**src/rtl/i2c_bus_conditioner.sv**
```systemverilog
// I2C pin front end: synchronises SCL/SDA, strobes SCL edges and START/STOP, tracks bus ownership.
// Define I2C_GLITCH_FILTER_EN to build the per-line glitch filter; otherwise lines come straight from the synchroniser.
module i2c_bus_conditioner #(
    parameter int unsigned FILTER_LEN     = 3,
    parameter int unsigned TIMEOUT_CYCLES = 100000
) (
    input  logic clk,
    input  logic reset,
    input  logic scl_in,
    input  logic sda_in,
    output logic scl_f,
    output logic sda_f,
    output logic scl_rise,
    output logic scl_fall,
    output logic sda_bit,
    output logic start,
    output logic rstart,
    output logic stop,
    output logic bus_busy,
    output logic scl_stuck
);
    localparam int unsigned TW = $clog2(TIMEOUT_CYCLES + 1);

    typedef enum logic [1:0] {
        FREE  = 2'd0,
        BUSY  = 2'd1,
        STUCK = 2'd2
    } state_t;

    // Parameter legality, resolved at elaboration
    if (FILTER_LEN == 0 || FILTER_LEN > 15) begin : g_bad_filter_len
        $error("FILTER_LEN must be in 1..15");
    end
    if (TIMEOUT_CYCLES < 2) begin : g_bad_timeout
        $error("TIMEOUT_CYCLES must be at least 2");
    end

    // Two-flop synchronisers, reset high so the bus reads idle
    logic [1:0] scl_sync, sda_sync;
    logic       scl_s, sda_s;

    always_ff @(posedge clk or posedge reset) begin
        if (reset) begin
            scl_sync <= 2'b11;
            sda_sync <= 2'b11;
        end else begin
            scl_sync <= {scl_sync[0], scl_in};
            sda_sync <= {sda_sync[0], sda_in};
        end
    end

    assign scl_s = scl_sync[1];
    assign sda_s = sda_sync[1];

`ifdef I2C_GLITCH_FILTER_EN
    localparam int unsigned FW = 4;
    logic [FW-1:0] scl_cnt, sda_cnt;

    // A new level must persist FILTER_LEN cycles before the filtered line follows
    always_ff @(posedge clk or posedge reset) begin
        if (reset) begin
            scl_f   <= 1'b1;
            sda_f   <= 1'b1;
            scl_cnt <= '0;
            sda_cnt <= '0;
        end else begin
            if (scl_s == scl_f) begin
                scl_cnt <= '0;
            end else if (scl_cnt == FW'(FILTER_LEN - 1)) begin
                scl_f   <= scl_s;
                scl_cnt <= '0;
            end else begin
                scl_cnt <= scl_cnt + FW'(1);
            end

            if (sda_s == sda_f) begin
                sda_cnt <= '0;
            end else if (sda_cnt == FW'(FILTER_LEN - 1)) begin
                sda_f   <= sda_s;
                sda_cnt <= '0;
            end else begin
                sda_cnt <= sda_cnt + FW'(1);
            end
        end
    end
`else
    assign scl_f = scl_s;
    assign sda_f = sda_s;
`endif

    logic scl_p, sda_p;
    logic rise_c, fall_c, start_c, stop_c;

    assign rise_c  = scl_f & ~scl_p;
    assign fall_c  = ~scl_f & scl_p;
    assign start_c = sda_p & ~sda_f & scl_p & scl_f;
    assign stop_c  = ~sda_p & sda_f & scl_p & scl_f;

    state_t        state, state_nx;
    logic [TW-1:0] tcnt, tcnt_nx;
    logic          rstart_nx;

    // Bus ownership and SCL-low watchdog
    always_comb begin
        state_nx  = state;
        tcnt_nx   = '0;
        rstart_nx = 1'b0;
        unique case (state)
            FREE: begin
                if (start_c) state_nx = BUSY;
            end
            BUSY: begin
                rstart_nx = start_c;
                if (stop_c)                              state_nx = FREE;
                else if (tcnt == TW'(TIMEOUT_CYCLES))    state_nx = STUCK;
            end
            STUCK: begin
                rstart_nx = start_c;
                if (rise_c || start_c) state_nx = BUSY;
                else if (stop_c)       state_nx = FREE;
            end
            default: state_nx = FREE;
        endcase
        if (state == BUSY && state_nx == BUSY && !scl_f)
            tcnt_nx = (tcnt == TW'(TIMEOUT_CYCLES)) ? tcnt : tcnt + TW'(1);
    end

    always_ff @(posedge clk or posedge reset) begin
        if (reset) begin
            state     <= FREE;
            tcnt      <= '0;
            scl_p     <= 1'b1;
            sda_p     <= 1'b1;
            scl_rise  <= 1'b0;
            scl_fall  <= 1'b0;
            sda_bit   <= 1'b1;
            start     <= 1'b0;
            rstart    <= 1'b0;
            stop      <= 1'b0;
            bus_busy  <= 1'b0;
            scl_stuck <= 1'b0;
        end else begin
            state     <= state_nx;
            tcnt      <= tcnt_nx;
            scl_p     <= scl_f;
            sda_p     <= sda_f;
            scl_rise  <= rise_c;
            scl_fall  <= fall_c;
            start     <= start_c;
            rstart    <= rstart_nx;
            stop      <= stop_c;
            if (rise_c) sda_bit <= sda_f;
            bus_busy  <= (state_nx != FREE);
            scl_stuck <= (state_nx == STUCK);
        end
    end
endmodule

```
**config.mk**
```make
export PLATFORM = sky130hd
export DESIGN_NAME = i2c_bus_conditioner
export DESIGN_NICKNAME = d
export VERILOG_FILES = /design/src/rtl/i2c_bus_conditioner.sv
export SDC_FILE = /design/constraint.sdc
export NUM_CORES = 1
export LEC_CHECK = 0
export CORE_MARGIN = 2
export CORE_UTILIZATION = 45
export DETAILED_ROUTE_END_ITERATION = 10
export PLACE_DENSITY = 0.67
export SYNTH_ARGS = -nofsm -noshare
export SYNTH_HDL_FRONTEND = slang
export SYNTH_SLANG_ARGS = --single-unit
```
**constraint.sdc**
```tcl
create_clock -name clk -period 2.1 [get_ports clk]
set_input_delay 0.525 -clock clk [delete_from_list [all_inputs] [get_ports clk]]
set_output_delay 0.525 -clock clk [all_outputs]
set_load 0.01 [all_outputs]
```
==> metrics <==
max cap viols=0; Top FF cell, synth=dfrtp_1; worst path arrival time=between 2000 and 2500 ps; largest family of logic cells by synthesized area=simple AND/OR/NAND/NOR gates; grt total ovfl=0; Worst Reg-to-Reg Cells=6; Final Hold Viols=0; actual slew at the worst max-slew pin=~560 ps; dpl hpwl=1893 um; final total power=about 1.3 mW; Crit-path slowest cell=or4b_4; Simple-Gate Fraction of Synth Area=around a quarter; Crit. path cell count=6; Leakage=0.7806 nW; CTS Sinks=33; fin worst setup slack=approximately 86 ps; Die Span Y=approximately 63 um; r2r setup slk=roughly 86 ps; cells after synthesis=141; maximum vdd drop=roughly 0.46 mV; critical path class=flip-flop to flip-flop; status=finished, final reports clean; CP Max Fanout=17; drt via density=between 4 and 5; global-route wire length before repair=approximately 4700 um; placed inst area=1805 um2; floorplan core area=roughly 3300 um2; number of global-route vias before repair=between 1000 and 1500; Hold Crit Depth=0; CP endpoint=tcnt[5]; Critical path origin=tcnt[13]; area delta synth->final=20.40%; HP Class=flip-flop to flip-flop; Slew HR=slightly above 60%; num rows=21; Slew Viols, Final=0; Fin Hold WS=364.6 ps; initial DRC count=roughly 40; Multi-input gate area=slightly below 700 um2; Req. time, crit path=2310 ps; Root Buffer=clkbuf_4; pin count of the biggest net entering global routing=34; PD cells=about 710 nW/um2; Register Area=834.6 um2; final-layout fill cell count=between 200 and 300; final setup vio count=0; Die X=62.96 um; Global Route Usage Sum=approximately 16%; final wirelength=2599 um; Synth Area per Inst=around 11 um2; clock skew=approximately 15 ps; FF+latch count, synth=33; Worst-path clk slew=about 100 ps; DRT antenna net count=0; CTS buffer count=5; Clock Tree Buf Depth=2; Final #Nets=around 180; fin crit period=between 2000 and 2500 ps; most numerous cell in the Yosys netlist=dfrtp_1; CP Capture Type=flip-flop; Setup crit start kind=flip-flop; Port Buf Inserts=13; xor and xnor area share after synthesis=between 8 and 9%; adder-cell share of the synthesized area=between 4 and 5%; clk_lat worst skew=~330 ps; Unique masters post-synth=34; CTS tree=done; Synth area leader=dfrtp_1; sequential share of the synthesized area=between 50% and 60%; R2R Path End=tcnt[5]; Post-synth top cells=dfrtp_1 (26), nor2_1 (14), nor2_2 (11), inv_1 (10); routed via count=about 1100; Starting Density=between 40% and 50%; First-pass DRT Iterations=4; top-area cell type share of the netlist area=roughly two fifths; fraction of final layout cells sized beyond drive strength 1=a little under a quarter; RSZ-0062 raised after global routing=true; Peak Freq=about 500 MHz; Ys Warns=0; synthesized netlist net count=~150; fin util=between 50% and 60%; Finished Cell Area=roughly 1900 um2; WP buf/inv=1; Post-synth ARST share=100.0%; Ports=14; CTS resizes=0; initial antenna violation count=0; drt wl/cell=12.09 um; ant diodes=0; reg2reg start=tcnt[13]; GP Congestion=roughly 0.83; complex-gate fraction of the synthesized area=between 5 and 6%; Post-synth EDFFs=0; Top delay family on crit path=simple AND/OR/NAND/NOR gates; die area=slightly below 4000 um2; DP Worst Slack=slightly below 100 ps; synthesized area=approximately 1600 um2; post-synthesis mux area share=under 10%; crit path cell chain=or4b_4 -> nor4_4 -> nor2_2 -> o31ai_4 -> buf_12 -> nor2_1; H-Tree Depth=2; synth top area cells=dfrtp_1 (42%), dfstp_2 (12%), xor2_1 (5.0%), ha_1 (4.8%), nor2_2 (4.4%); period utilisation layout=between 90% and 100%; critical path's largest stage delay=around 550 ps; DRC viols=0; hold_buf cts=0
## how the worst min path moves through the flow
stage	from	endpoint	slack (ps)
2_1_floorplan	scl_sync[0]	scl_sync[1]	350
3_3_place_gp	scl_sync[0]	scl_sync[1]	350
3_5_place_dp	sda_sync[0]	sda_sync[1]	350
4_1_cts	sda_sync[0]	sda_sync[1]	370
5_1_grt	sda_sync[0]	sda_sync[1]	370
6_report	sda_sync[0]	sda_sync[1]	360
## repair_timing
item | 4_1_cts | 5_1_grt
buffers inserted | 0 | 1
endpoints found under the setup margin | 0 | 15
hold endpoints to repair | 0 | 0
## cells in the final DEF, fill, tap and decap left out, drive strengths merged
cell / instances
clkdlybuf4s50: 13
a21oi: 1
a31oi: 1
o21ai: 4
xor2: 9
or4b: 2
dfrtp: 26
mux2: 1
nor3: 5
dfstp: 7
a2bb2oi: 1
nor4: 4
nand2: 6
nand4: 2
nand4b: 2
o21bai: 1
and3: 1
buf: 8
and2: 2
a311oi: 1
ha: 6
nor2b: 2
nand3: 9
clkinv: 1
o21a: 1
mux2i: 1
o31ai: 1
or4bb: 1
nor2: 25
nand2b: 1
clkbuf: 7
inv: 10
nor3b: 1
xnor2: 6
## sequential cells by signal (all words and copies together), names as in the netlist
register,flops
scl_fall,1
scl_p,1
scl_stuck,1
rstart,1
state,2
sda_bit,1
scl_sync,2
bus_busy,1
scl_rise,1
stop,1
tcnt,17
sda_sync,2
start,1
sda_p,1
## stage by stage
step                      TNS (ps)  cells
after floorplan             -117.9    141
after global placement           0    206
after detailed placement         0    206
after CTS                        0    214
after global routing        -168.9    215
final                            0    215
## routing by layer
| layer | vias to the layer above | wire, um | GRT usage [%] |
|---|---|---|---|
| met2 | 22 | 1215 | 23.01 |
| li1 | 528 | - | - |
| met3 | 4 | 124 | 6.486 |
| met4 | 0 | 37 | 8.056 |
| met5 | - | 0 | 0 |
| met1 | 506 | 1221 | 19.72 |
## layout make-up
class / count / area share, %
Sequential cell: 33 / 44.32
Multi-Input combinational cell: 97 / 36.15
Timing Repair Buffer: 21 / 10.76
Clock buffer: 7 / 3.455
Tap cell: 46 / 3.056
Inverter: 10 / 1.993
Clock inverter: 1 / 0.2658
## cells by family (layout without fill, tap and decap cells)
family / count (synthesis) / in the layout
buf+inv: 11 / 39
simple gates: 63 / 63
xor+xnor: 15 / 15
fa+ha+maj: 6 / 6
compound gates: 11 / 11
flops: 33 / 33
mux: 2 / 2
## where the power goes
part           leakage [nW]  internal [mW]  switching, mW  total (mW)
Sequential            0.432          0.674         0.0326       0.707
Combinational         0.308          0.106          0.128       0.235
Clock                0.0413          0.194          0.203       0.397
Note: power is estimated with default switching activity, not from simulation.
